[config.mk]
export PLATFORM = sky130hd
export DESIGN_NAME = main_bus_arbiter_flat
export DESIGN_NICKNAME = d
export VERILOG_FILES = /design/src/rtl/main_bus_arbiter_if.sv /design/src/rtl/main_bus_arbiter.sv /design/src/flat_wrapper.sv
export SDC_FILE = /design/constraint.sdc
export NUM_CORES = 1
export LEC_CHECK = 0
export BUFFER_PORTS_ARGS = -buffer_cell sky130_fd_sc_hd__buf_2
export CORE_MARGIN = 2
export CORE_UTILIZATION = 57
export DETAILED_ROUTE_END_ITERATION = 6
export PLACE_DENSITY = 0.86
export SLEW_MARGIN = 20
export SYNTH_ARGS = -nofsm -noshare
export SYNTH_HDL_FRONTEND = slang
export SYNTH_SLANG_ARGS = --single-unit
[constraint.sdc]
create_clock -name clock -period 2.6 [get_ports clock]
set_input_delay 0.65 -clock clock [delete_from_list [all_inputs] [get_ports clock]]
set_output_delay 0.65 -clock clock [all_outputs]
set_load 0.1 [all_outputs]
[src/rtl/main_bus_arbiter_if.sv]
// Bus-side signal bundle for main_bus_arbiter: requester inputs and registered grant outputs.
// Handshake: bus_request is a level held by each requester; no ready exists, and a request is served once bus_grant shows its bit.
interface main_bus_arbiter_if #(
    parameter int N = 4
);
    localparam int IW = $clog2(N);

    logic          test_mode;
    logic [N-1:0]  bus_request;
    logic [N-1:0]  bus_grant;
    logic [IW-1:0] grant_id;
    logic          grant_valid;
    logic          timeout_pulse;

    modport master (
        output test_mode, bus_request,
        input  bus_grant, grant_id, grant_valid, timeout_pulse
    );

    modport slave (
        input  test_mode, bus_request,
        output bus_grant, grant_id, grant_valid, timeout_pulse
    );
endinterface

[src/rtl/main_bus_arbiter.sv]
// Shared-bus arbiter: round-robin with tenure timeout, or fixed priority in test mode,
// with a one-cycle all-zero RELEASE gap between consecutive grants.
module main_bus_arbiter #(
    parameter int N          = 4,
    parameter int MAX_TENURE = 16
) (
    input  logic                clock,
    input  logic                reset,
    main_bus_arbiter_if.slave   bus,
    output logic [1:0]          state_dbg
);
    localparam int IW = $clog2(N);
    localparam int TW = $clog2(MAX_TENURE + 1);

    typedef enum logic [1:0] {
        S_IDLE    = 2'd0,
        S_GRANT   = 2'd1,
        S_RELEASE = 2'd2
    } state_e;

    state_e        state_q, state_d;
    logic [N-1:0]  grant_q, grant_d;
    logic [IW-1:0] id_q, id_d;
    logic          valid_q, valid_d;
    logic          timeout_q, timeout_d;
    logic [TW-1:0] tenure_q, tenure_d;
    logic [IW-1:0] last_q, last_d;
    logic          armed_q;

    logic          pick_found;
    logic [IW-1:0] pick_idx;
    logic [IW-1:0] cand;
    logic          holder_req;
    logic          others_pending;
    logic          timeout_hit;
    logic          do_grant;

    // Winner selection; loops run high-to-low so the best candidate is written last.
    always_comb begin
        pick_found = 1'b0;
        pick_idx   = '0;
        cand       = '0;
        if (bus.test_mode) begin
            for (int i = N - 1; i >= 0; i--) begin
                if (bus.bus_request[i]) begin
                    pick_found = 1'b1;
                    pick_idx   = IW'(i);
                end
            end
        end else begin
            for (int off = N; off >= 1; off--) begin
                cand = IW'((int'(last_q) + off) % N);
                if (bus.bus_request[cand]) begin
                    pick_found = 1'b1;
                    pick_idx   = cand;
                end
            end
        end
    end

    assign holder_req     = |(bus.bus_request & grant_q);
    assign others_pending = |(bus.bus_request & ~grant_q);
    assign timeout_hit    = !bus.test_mode && (tenure_q == TW'(MAX_TENURE)) && others_pending;

    always_comb begin
        state_d   = state_q;
        grant_d   = grant_q;
        id_d      = id_q;
        valid_d   = valid_q;
        timeout_d = 1'b0;
        tenure_d  = tenure_q;
        last_d    = last_q;
        do_grant  = 1'b0;

        case (state_q)
            S_IDLE: begin
                // armed_q holds off the very first edge after reset release
                if (armed_q && pick_found) do_grant = 1'b1;
            end
            S_GRANT: begin
                if (!holder_req || timeout_hit) begin
                    state_d   = S_RELEASE;
                    grant_d   = '0;
                    id_d      = '0;
                    valid_d   = 1'b0;
                    timeout_d = holder_req;
                end else if (tenure_q != TW'(MAX_TENURE)) begin
                    tenure_d = tenure_q + TW'(1);
                end
            end
            S_RELEASE: begin
                if (pick_found) do_grant = 1'b1;
                else            state_d  = S_IDLE;
            end
            default: begin
                state_d = S_IDLE;
                grant_d = '0;
                id_d    = '0;
                valid_d = 1'b0;
            end
        endcase

        if (do_grant) begin
            state_d  = S_GRANT;
            grant_d  = N'(1) << pick_idx;
            id_d     = pick_idx;
            valid_d  = 1'b1;
            tenure_d = TW'(1);
            last_d   = pick_idx;
        end
    end

    always_ff @(posedge clock or posedge reset) begin
        if (reset) begin
            state_q   <= S_IDLE;
            grant_q   <= '0;
            id_q      <= '0;
            valid_q   <= 1'b0;
            timeout_q <= 1'b0;
            tenure_q  <= '0;
            last_q    <= IW'(N - 1);
            armed_q   <= 1'b0;
        end else begin
            state_q   <= state_d;
            grant_q   <= grant_d;
            id_q      <= id_d;
            valid_q   <= valid_d;
            timeout_q <= timeout_d;
            tenure_q  <= tenure_d;
            last_q    <= last_d;
            armed_q   <= 1'b1;
        end
    end

    assign bus.bus_grant     = grant_q;
    assign bus.grant_id      = id_q;
    assign bus.grant_valid   = valid_q;
    assign bus.timeout_pulse = timeout_q;
    assign state_dbg         = state_q;
endmodule

[src/flat_wrapper.sv]
// flat-port wrapper written by rule: the top's interface ports become plain ports
module main_bus_arbiter_flat 
#(
    parameter int N          = 4,
    parameter int MAX_TENURE = 16
)
  (clock, reset, state_dbg, bus_test_mode, bus_bus_request, bus_bus_grant, bus_grant_id, bus_grant_valid, bus_timeout_pulse);
  main_bus_arbiter_if #(.N(N)) bus_i ();
  input  logic clock;
  input  logic reset;
  output logic [1:0] state_dbg;
  input wire logic [$bits(bus_i.test_mode)-1:0] bus_test_mode;
  input wire logic [$bits(bus_i.bus_request)-1:0] bus_bus_request;
  output wire logic [$bits(bus_i.bus_grant)-1:0] bus_bus_grant;
  output wire logic [$bits(bus_i.grant_id)-1:0] bus_grant_id;
  output wire logic [$bits(bus_i.grant_valid)-1:0] bus_grant_valid;
  output wire logic [$bits(bus_i.timeout_pulse)-1:0] bus_timeout_pulse;
  assign bus_i.test_mode = bus_test_mode;
  assign bus_i.bus_request = bus_bus_request;
  assign bus_bus_grant = bus_i.bus_grant;
  assign bus_grant_id = bus_i.grant_id;
  assign bus_grant_valid = bus_i.grant_valid;
  assign bus_timeout_pulse = bus_i.timeout_pulse;
  main_bus_arbiter #(.N(N), .MAX_TENURE(MAX_TENURE)) u_core (.clock(clock), .reset(reset), .bus(bus_i), .state_dbg(state_dbg));
endmodule
==> run_results.csv, run 1 <==
group,metric,value,unit
clock_tree,numCtsBuffers,3,
final_layout,synthToLayoutAreaGrowth,13.7,%
global_routing,grt_pass1_wl,2960,um
final_layout,drive_gt1_frac,0.264,
timing,tightestPinTransition,0.642,ns
setup_path,worstPathMaxFanout,5,
timing,max_freq,536,MHz
setup_path,cp.required,1.95,ns
clock_tree,cts_resized,0,
final_layout,nFillCells,120,
global_routing,grt_busiest_layer,"met2",
synth,syn_nets,96,
place,globalplace.congestion,0.837,
setup_path,critPathBufInv,1,
setup_path,critPathTopFamily,"buffers and inverters",
setup_path,crit_slowest_cell,"buf_2",
timing,final.setup.tns,0,ns
run_status,status,"complete, no violations",
setup_path,cp_slowest_stage_delay,0.47,ns
synth,ys_ff_latch,18,
synth,synth_area_per_cell,10.5,um2
synth,synth_cell_types,35,
floorplan,coreArea,0.00151,mm2
routing,drt.antenna.violating_nets,0,
global_routing,grt_max_degree,19,
final_layout,final_nets,116,
routing,wl_per_cell,14.6,um
clock_tree,cts.clk_slew.worst_paths,0.09,ns
synth,synth_edf_count,0,
synth,synthFlopType,"dfrtp_1",
setup_path,path_cells,"buf_2",
floorplan,die_h,44.0,um
final_layout,multi_input_area,409,um2
timing,fin_worst_skew,0.00328,ns
floorplan,fp.dieW,44.0,um
final_layout,antennaDiodeCount,0,
synth,ys_warn_count,0,
setup_path,path_class,"reg2out",
place,port_buffers,16,
timing,slew_viol_final,0,
routing,vias,746,
routing,finalWirelength,1780,um
floorplan,pin_count,17,
timing,rsz0062_at_grt,"no",
clock_tree,cts_tree,"yes",
timing,finalCritPeriodShare,0.718,
job,cap_violations,0,
routing,dr.pass1.iters,4,
synth,synthArstFlopShare,1.00,
clock_tree,ctsLongestPathBuffers,2,
timing,slew_headroom,0.572,
routing,drt_iter0_markers,24,
setup_path,arrival,1.22,ns
synth,netlist_area,911,um2
clock_tree,clock_sinks,18,
timing,hold_viol_final,0,
global_routing,antenna_found_initial,0,
timing,finalWorstPathRequiredPeriod,1.87,ns
routing,route.detailed.drc,0,
routing,viasPerCell,6.11,
final_layout,seqCellArea,453,um2
global_routing,grt_pass1_vias,687,
clock_tree,htree_num_levels,1,
timing,final-setup-viol-count,0,
global_routing,grtUsageMet1,0.272,
clock_tree,hold_buffers,0,
clock_tree,cts_setup_buffers,0,
floorplan,start_util,0.605,
place,hpwl,1330,um
global_routing,met3_usage,0.0375,
setup_path,cp-end-kind,"output pin",
worst_hold_path,min_path_type,"in2async",
floorplan,num_rows,14,
setup_path,start_kind,"register",
floorplan,dieArea,0.00193,mm2
synth,ys_seq_area_frac,0.497,
clock_tree,ctsRootBufferMaster,"clkbuf_4",
timing,timing.hold.ws,0.426,ns
global_routing,use_met2,0.338,
global_routing,overflow,0,
global_routing,track_usage,0.218,
synth,synth_cells,87,
clock_tree,clk_latency,0.29,ns
-- worst paths after layout --
kind	endpoint	start	slack, ns	cells past startpoint
max	state_dbg[0]	u_core.state_dbg[0]	0.73	1
min	u_core.bus.grant_id[1]	reset	0.43	2
max reg2reg	u_core.bus.bus_grant[0]	u_core.tenure_q[0]	0.90	7
min reg2reg	u_core.bus.grant_valid	u_core.bus.grant_valid	0.49	1
max in group asynchronous	u_core.armed_q	reset	1.76	2
min in group clock	u_core.bus.grant_valid	u_core.bus.grant_valid	0.49	1
-- sequential cells by signal, indices dropped and copies added (netlist names) --
register	flops
u_core.tenure_q	5
u_core.bus.bus_grant	4
u_core.bus.grant_id	2
u_core.last_q	2
u_core.state_dbg	2
u_core.armed_q	1
u_core.bus.grant_valid	1
u_core.bus.timeout_pulse	1
-- through the flow --
stage               cells  setup WS [ns]   util  instance area, um2
CTS                   122          0.726  0.688                1040
global placement      118          0.679  0.664                1000
floorplan              87          0.628      -                 911
detailed placement    118          0.627  0.664                1000
global route          122          0.690  0.688                1040
finish                122          0.734  0.688                1040
-- layout make-up --
class / count / share of cell area
well taps: 16 / 0.0193
inverters: 10 / 0.0362
repair buffers: 16 / 0.0773
multi-input cells: 58 / 0.395
clock buffers: 4 / 0.0350
flip-flops and latches: 18 / 0.437
-- routing by layer --
layer,up-vias,part of all wire
li1,362,-
met1,354,0.44
met2,25,0.48
met3,5,0.057
met4,0,0.026
met5,-,0
-- cell families after synthesis --
family / synth area share
buffers and inverters: 0.0536
flip-flops: 0.497
multiplexers: 0.0110
XOR/XNOR: 0.00962
AND/OR/NAND/NOR: 0.140
other: 0.00412
adder cells (fa/ha/maj): 0.0275
AO/OA/AOI/OAI: 0.257
-- cell usage after synthesis (2+ instances only) --
cell      number  share of area
and2_1         2          0.014
nand2b_1       3          0.021
dfrtp_1       16           0.44
a32o_1         4          0.044
nor2_1         7          0.029
inv_1          9          0.037
nand3_1        2          0.011
o21ai_1        3          0.016
a21oi_1        4          0.022
a22oi_1        2          0.016
nand4_1        2          0.014
o22ai_1        2          0.014
ha_1           2          0.027
nand2_1        4          0.016
a21o_1         3          0.025
dfstp_2        2          0.058
a31o_1         2          0.019
-- placed cells by master (no fill, tap or decap), types with 2 or more instances in the layout --
cell type  netlist  layout
a21o_1           3       3
a21oi_1          4       4
o21ai_1          3       3
clkbuf_4         0       3
and2_1           2       2
nand3_1          2       2
nand4_1          2       2
inv_1            9       9
o22ai_1          2       2
nor2_1           7       7
buf_2            0      16
dfstp_2          2       2
a32o_1           4       4
ha_1             2       2
nand2_1          4       4
a31o_1           2       2
dfrtp_1         16      16
a22oi_1          2       2
nand2b_1         3       3
Power of run 1 is not shown: default switching activity piles up to over one toggle a cycle in this logic, so the estimate is an artifact.
==> inputs of run 2 (changes only) <==
Settings changed: CORE_UTILIZATION 57 to 53, PLACE_DENSITY 0.86 to 0.81.
Clock period 2.6 ns to 1.9 ns, I/O delays scaled along.
==> run 2 against run 1 <==
  * First-iteration DRC count decreased by 33%
  * Register-to-register slack lost 0.64 ns
  * Clock skew decreased by 0.0021 ns
  * Setup slack lost 0.53 ns
  * Critical endpoint unchanged
==> run_results.csv, run 2 (synthesized netlist as in run 1, its figures left out) <==
group,metric,value,unit
run_status,status,"complete, no violations",
floorplan,dieArea,0.00207,mm2
final_layout,layout_commonest_cell,"buf_2",
setup_path,worstPathMaxFanout,5,
clock_tree,htree_num_levels,1,
floorplan,start_util,0.584,
timing,finalWorstPathRequiredPeriod,1.70,ns
routing,route.detailed.drc,0,
global_routing,grt_pass1_wl,2860,um
setup_path,critPathBufInv,1,
global_routing,overflow,0,
clock_tree,clk_latency,0.30,ns
setup_path,reg2reg_slack,0.26,ns
global_routing,antenna_found_initial,0,
routing,finalWirelength,1800,um
timing,finalCritPeriodShare,0.895,
timing,slew_headroom,0.571,
setup_path,path_cells,"buf_2",
routing,wl_per_cell,14.6,um
setup_path,path_class,"reg2out",
setup_path,start_kind,"register",
final_layout,layout_common_cells,"buf_2 (16), dfrtp_1 (13), inv_1 (9)",
place,port_buffers,16,
clock_tree,numCtsBuffers,3,
timing,slew_viol_final,0,
place,hpwl,1330,um
routing,vias,734,
final_layout,antennaDiodeCount,0,
routing,drt_iter0_markers,16,
job,cap_violations,0,
place,placed_cell_area,0.00101,mm2
timing,final.setup.tns,0,ns
clock_tree,cts_resized,0,
setup_path,rr_startpoint,"u_core.tenure_q[0]",
timing,hold_viol_final,0,
final_layout,final_nets,117,
global_routing,track_usage,0.197,
place,globalplace.congestion,0.913,
floorplan,fp.dieW,45.5,um
final_layout,largest_reg_flops,5,
final_layout,drive_gt1_frac,0.299,
setup_path,ff2ff_path_depth,7,
clock_tree,cts_setup_buffers,0,
setup_path,cp_slowest_stage_delay,0.47,ns
timing,tightestPinTransition,0.643,ns
timing,final-setup-viol-count,0,
final_layout,final_area,0.00105,mm2
routing,viasPerCell,5.97,
clock_tree,ctsRootBufferMaster,"clkbuf_4",
clock_tree,clock_sinks,18,
setup_path,critPathTopFamily,"buffers and inverters",
routing,dr.pass1.iters,4,
routing,drt.antenna.violating_nets,0,
setup_path,cp-end-kind,"output pin",
clock_tree,cts.clk_slew.worst_paths,0.10,ns
worst_hold_path,min_path_type,"in2async",
timing,rsz0062_at_grt,"no",
final_layout,synthToLayoutAreaGrowth,15.0,%
global_routing,grt_max_degree,19,
setup_path,cp.required,1.42,ns
global_routing,grt_pass1_vias,635,
setup_path,r2r-end,"u_core.bus.bus_grant[0]",
floorplan,pin_count,17,
setup_path,arrival,1.23,ns
timing,fin_worst_skew,0.00115,ns
timing,max_freq,588,MHz
setup_path,crit_slowest_cell,"buf_2",
clock_tree,ctsLongestPathBuffers,2,
final_layout,top_register,"u_core.tenure_q",
floorplan,num_rows,14,
floorplan,coreArea,0.00156,mm2
clock_tree,cts_tree,"yes",
clock_tree,hold_buffers,0,
floorplan,die_h,45.5,um
-- run 2: changes by cell type in the layout (fill, tap and decap cells not counted) --
cell	before	now
dfrtp_1	16	13
buf_4	0	1
dfrtp_2	0	3
-- run 2: worst max-delay path by stage --
stage	startpoint	end	slack, ns	cells after the start
final	u_core.state_dbg[0]	state_dbg[0]	0.20	1
after global routing	u_core.tenure_q[0]	u_core.bus.bus_grant[0]	0.10	7
after CTS	u_core.state_dbg[0]	state_dbg[0]	0.20	1
after detailed placement	bus_bus_request[1]	u_core.bus.grant_id[0]	0.23	5
after global placement	bus_bus_request[1]	u_core.bus.bus_grant[0]	0.24	6
after floorplan	u_core.bus.bus_grant[3]	u_core.tenure_q[2]	0.01	5
-- run 2: layer usage --
metal / share of wire / global-route usage / vias up / wire length (um)
met5: 0 / 0 / - / 0
met4: 0.021 / 0.0882 / 0 / 38
met3: 0.048 / 0.0357 / 5 / 87
met2: 0.45 / 0.301 / 20 / 813
met1: 0.48 / 0.273 / 349 / 860
li1: - / - / 360 / -
-- run 2: per-stage QoR --
| step | setup WS, ns | hold WS, ns | cells | utilization |
|---|---|---|---|---|
| 3_5_place_dp | 0.231 | 0.477 | 119 | 0.648 |
| 3_3_place_gp | 0.237 | 0.456 | 119 | 0.648 |
| 6_report | 0.200 | 0.250 | 123 | 0.672 |
| 2_1_floorplan | 0.0142 | 0.412 | 87 | - |
| 5_1_grt | 0.101 | 0.326 | 123 | 0.672 |
| 4_1_cts | 0.199 | 0.271 | 123 | 0.672 |
-- run 2: final cells by class --
type,count,area [um2]
Inverter,10,37.5
Multi-Input combinational cell,58,409
Fill cell,130,512
Timing Repair Buffer,17,87.6
Tap cell,16,20.0
Sequential cell,18,457
Clock buffer,4,36.3
Power of run 2 is left out for the same reason.
==> inputs of run 3 (changes only) <==
Settings changed: ABC_AREA from default to 1, CORE_ASPECT_RATIO from default to 0.7, CORE_MARGIN 2 to default, CORE_UTILIZATION 53 to 55.
==> run 3 against run 2 <==
  * The flow now finishes with violations (design-rule violations)
  * Non-clock buffer count increased by 1
  * Clock skew is 0.0038 ns higher
  * Die area up 10%
  * Setup slack better by 0.018 ns
  * Global-route usage increased by 4.2 points
  * Register-to-register slack worse by 0.04 ns
  * Final area grew 24%
  * Final cell count rose by 63%
==> run_results.csv, run 3 <==
group,metric,value,unit
power_and_ir_drop,p_per_area,1860,mW/mm2
floorplan,pin_count,17,
floorplan,num_rows,13,
floorplan,die_h,40.3,um
final_layout,largest_reg_flops,5,
routing,drt_iter0_markers,68,
clock_tree,clk_latency,0.30,ns
clock_tree,cts_tree,"yes",
routing,wl_per_cell,12.7,um
timing,rsz0062_at_grt,"no",
setup_path,cp.required,1.42,ns
synth,synth_commonest_cells,"nand2_1 (58), dfrtp_1 (16), inv_1 (13)",
global_routing,grt_max_degree,12,
setup_path,path_cells,"buf_2",
clock_tree,hold_buffers,0,
final_layout,drive_gt1_frac,0.313,
clock_tree,ctsRootBufferMaster,"clkbuf_4",
synth,synth_area_leaders,"dfrtp_1 (35%), nand2_1 (19%), nand2_2 (5.4%)",
synth,synth_edf_count,0,
power_and_ir_drop,leakagePower,0.714,nW
power_and_ir_drop,peakVddDrop,0.00127,V
final_layout,antennaDiodeCount,0,
floorplan,fp.dieW,56.7,um
routing,vias,1105,
clock_tree,cts_resized,0,
timing,finalWorstPathRequiredPeriod,1.68,ns
setup_path,cp-end-kind,"output pin",
synth,synthFlopType,"dfrtp_1",
job,cap_violations,0,
setup_path,worstPathMaxFanout,3,
final_layout,layout_commonest_cell,"nand2_1",
routing,viasPerCell,5.50,
global_routing,grt_pass1_wl,3930,um
setup_path,critPathTopFamily,"buffers and inverters",
global_routing,overflow,0,
clock_tree,cts_setup_buffers,0,
global_routing,grt_pass1_vias,843,
clock_tree,ctsLongestPathBuffers,2,
worst_hold_path,min_path_type,"in2async",
setup_path,start_kind,"register",
clock_tree,clock_sinks,18,
final_layout,top_register,"u_core.tenure_q",
final_layout,layout_common_cells,"nand2_1 (58), buf_2 (16), inv_1 (13), dfrtp_1 (13)",
timing,max_freq,594,MHz
synth,yosysMostFrequentCell,"nand2_1",
setup_path,path_class,"reg2out",
place,port_buffers,16,
timing,finalCritPeriodShare,0.886,
synth,netlist_area,0.00115,mm2
setup_path,cp_slowest_stage_delay,0.46,ns
run_status,status,"finished, violations left",
routing,route.detailed.drc,2,
setup_path,critPathBufInv,1,
clock_tree,htree_num_levels,1,
timing,hold_viol_final,0,
synth,synth_cells,158,
place,hpwl,1990,um
routing,drt.antenna.violating_nets,0,
setup_path,arrival,1.21,ns
routing,finalWirelength,2560,um
synth,ys_warn_count,0,
timing,final-setup-viol-count,0,
setup_path,crit_slowest_cell,"buf_2",
timing,timing.hold.ws,0.142,ns
final_layout,synthToLayoutAreaGrowth,13.2,%
synth,ys_seq_area_frac,0.393,
run_status,violations,"design-rule violations",
clock_tree,numCtsBuffers,3,
timing,final.setup.tns,0,ns
floorplan,start_util,0.600,
floorplan,coreArea,0.00192,mm2
place,globalplace.congestion,0.913,
final_layout,final_nets,189,
global_routing,antenna_found_initial,0,
synth,synth_cell_types,29,
floorplan,dieArea,0.00228,mm2
synth,synthArstFlopShare,1.00,
synth,yosysTopAreaCellShare,0.348,
clock_tree,cts.clk_slew.worst_paths,0.10,ns
synth,syn_nets,167,
global_routing,track_usage,0.240,
timing,slew_viol_final,0,
routing,dr.pass1.iters,6,
synth,synth_area_per_cell,7.29,um2
synth,ys_ff_latch,18,
timing,fin_worst_skew,0.00499,ns
synth,synth_top_cell_by_area,"dfrtp_1",
[run 3: changes by cell type in the layout (fill, tap and decap cells not counted), moves of 3 or more]
cell | before | now
a21o_1 | 3 | 0
nand3_1 | 2 | 10
nand2_1 | 4 | 58
nand2_2 | 0 | 10
inv_1 | 9 | 13
inv_2 | 1 | 8
nand3_2 | 0 | 3
a32o_1 | 4 | 0
nand2b_1 | 3 | 0
[run 3: worst paths after layout]
path | to | slack, ns | cells after the start | from
setup reg to reg | u_core.bus.bus_grant[0] | 0.22 | 13 | u_core.last_q[0]
setup / recovery | state_dbg[0] | 0.22 | 1 | u_core.state_dbg[0]
min in group clock | u_core.bus.grant_id[0] | 0.49 | 2 | u_core.bus.grant_id[0]
max in group asynchronous | u_core.tenure_q[0] | 1.30 | 3 | reset
hold reg to reg | u_core.bus.grant_id[0] | 0.49 | 2 | u_core.bus.grant_id[0]
hold / removal | u_core.tenure_q[4] | 0.14 | 2 | reset
[run 3: kinds of logic after synthesis]
logic type	Yosys count	synth area share
fa+ha+maj	2	0.0217
compound gates	18	0.113
other cells	1	0.00326
flops	18	0.393
buf+inv	24	0.0935
simple gates	94	0.367
xor+xnor	1	0.00761
[run 3: where the power goes]
part           internal (W)  switching (W)  total (W)
Clock              0.000117       0.000121   0.000237
Combinational      0.000358        0.00117    0.00153
Sequential         0.000517       0.000137   0.000654
[run 3: metrics by stage]
step	setup WS (ns)	util	cells	power, W	area, um2
6_report	0.217	0.679	201	0.00242	1300
5_1_grt	0.0375	0.679	201	0.00256	1300
4_1_cts	0.206	0.679	201	0.00241	1300
3_5_place_dp	0.240	0.660	197	0.00217	1270
3_3_place_gp	0.278	0.660	197	0.00214	1270
2_1_floorplan	0.0125	-	158	0.00191	1150
[run 3: final cells by class]
type | count | area, um2
Multi-Input combinational cell | 116 | 591
Tap cell | 22 | 27.5
Sequential cell | 18 | 457
Inverter | 23 | 96.3
Fill cell | 158 | 617
Timing Repair Buffer | 18 | 95.1
Clock buffer | 4 | 36.3
[run 3: metal layers]
layer,part of all wire,track usage,vias to the layer above
li1,-,-,541
met3,0.075,0.0581,2
met1,0.48,0.347,519
met2,0.44,0.357,43
met4,0.0020,0.0688,0
met5,0,0,-
(Power assumes the default switching activity.)
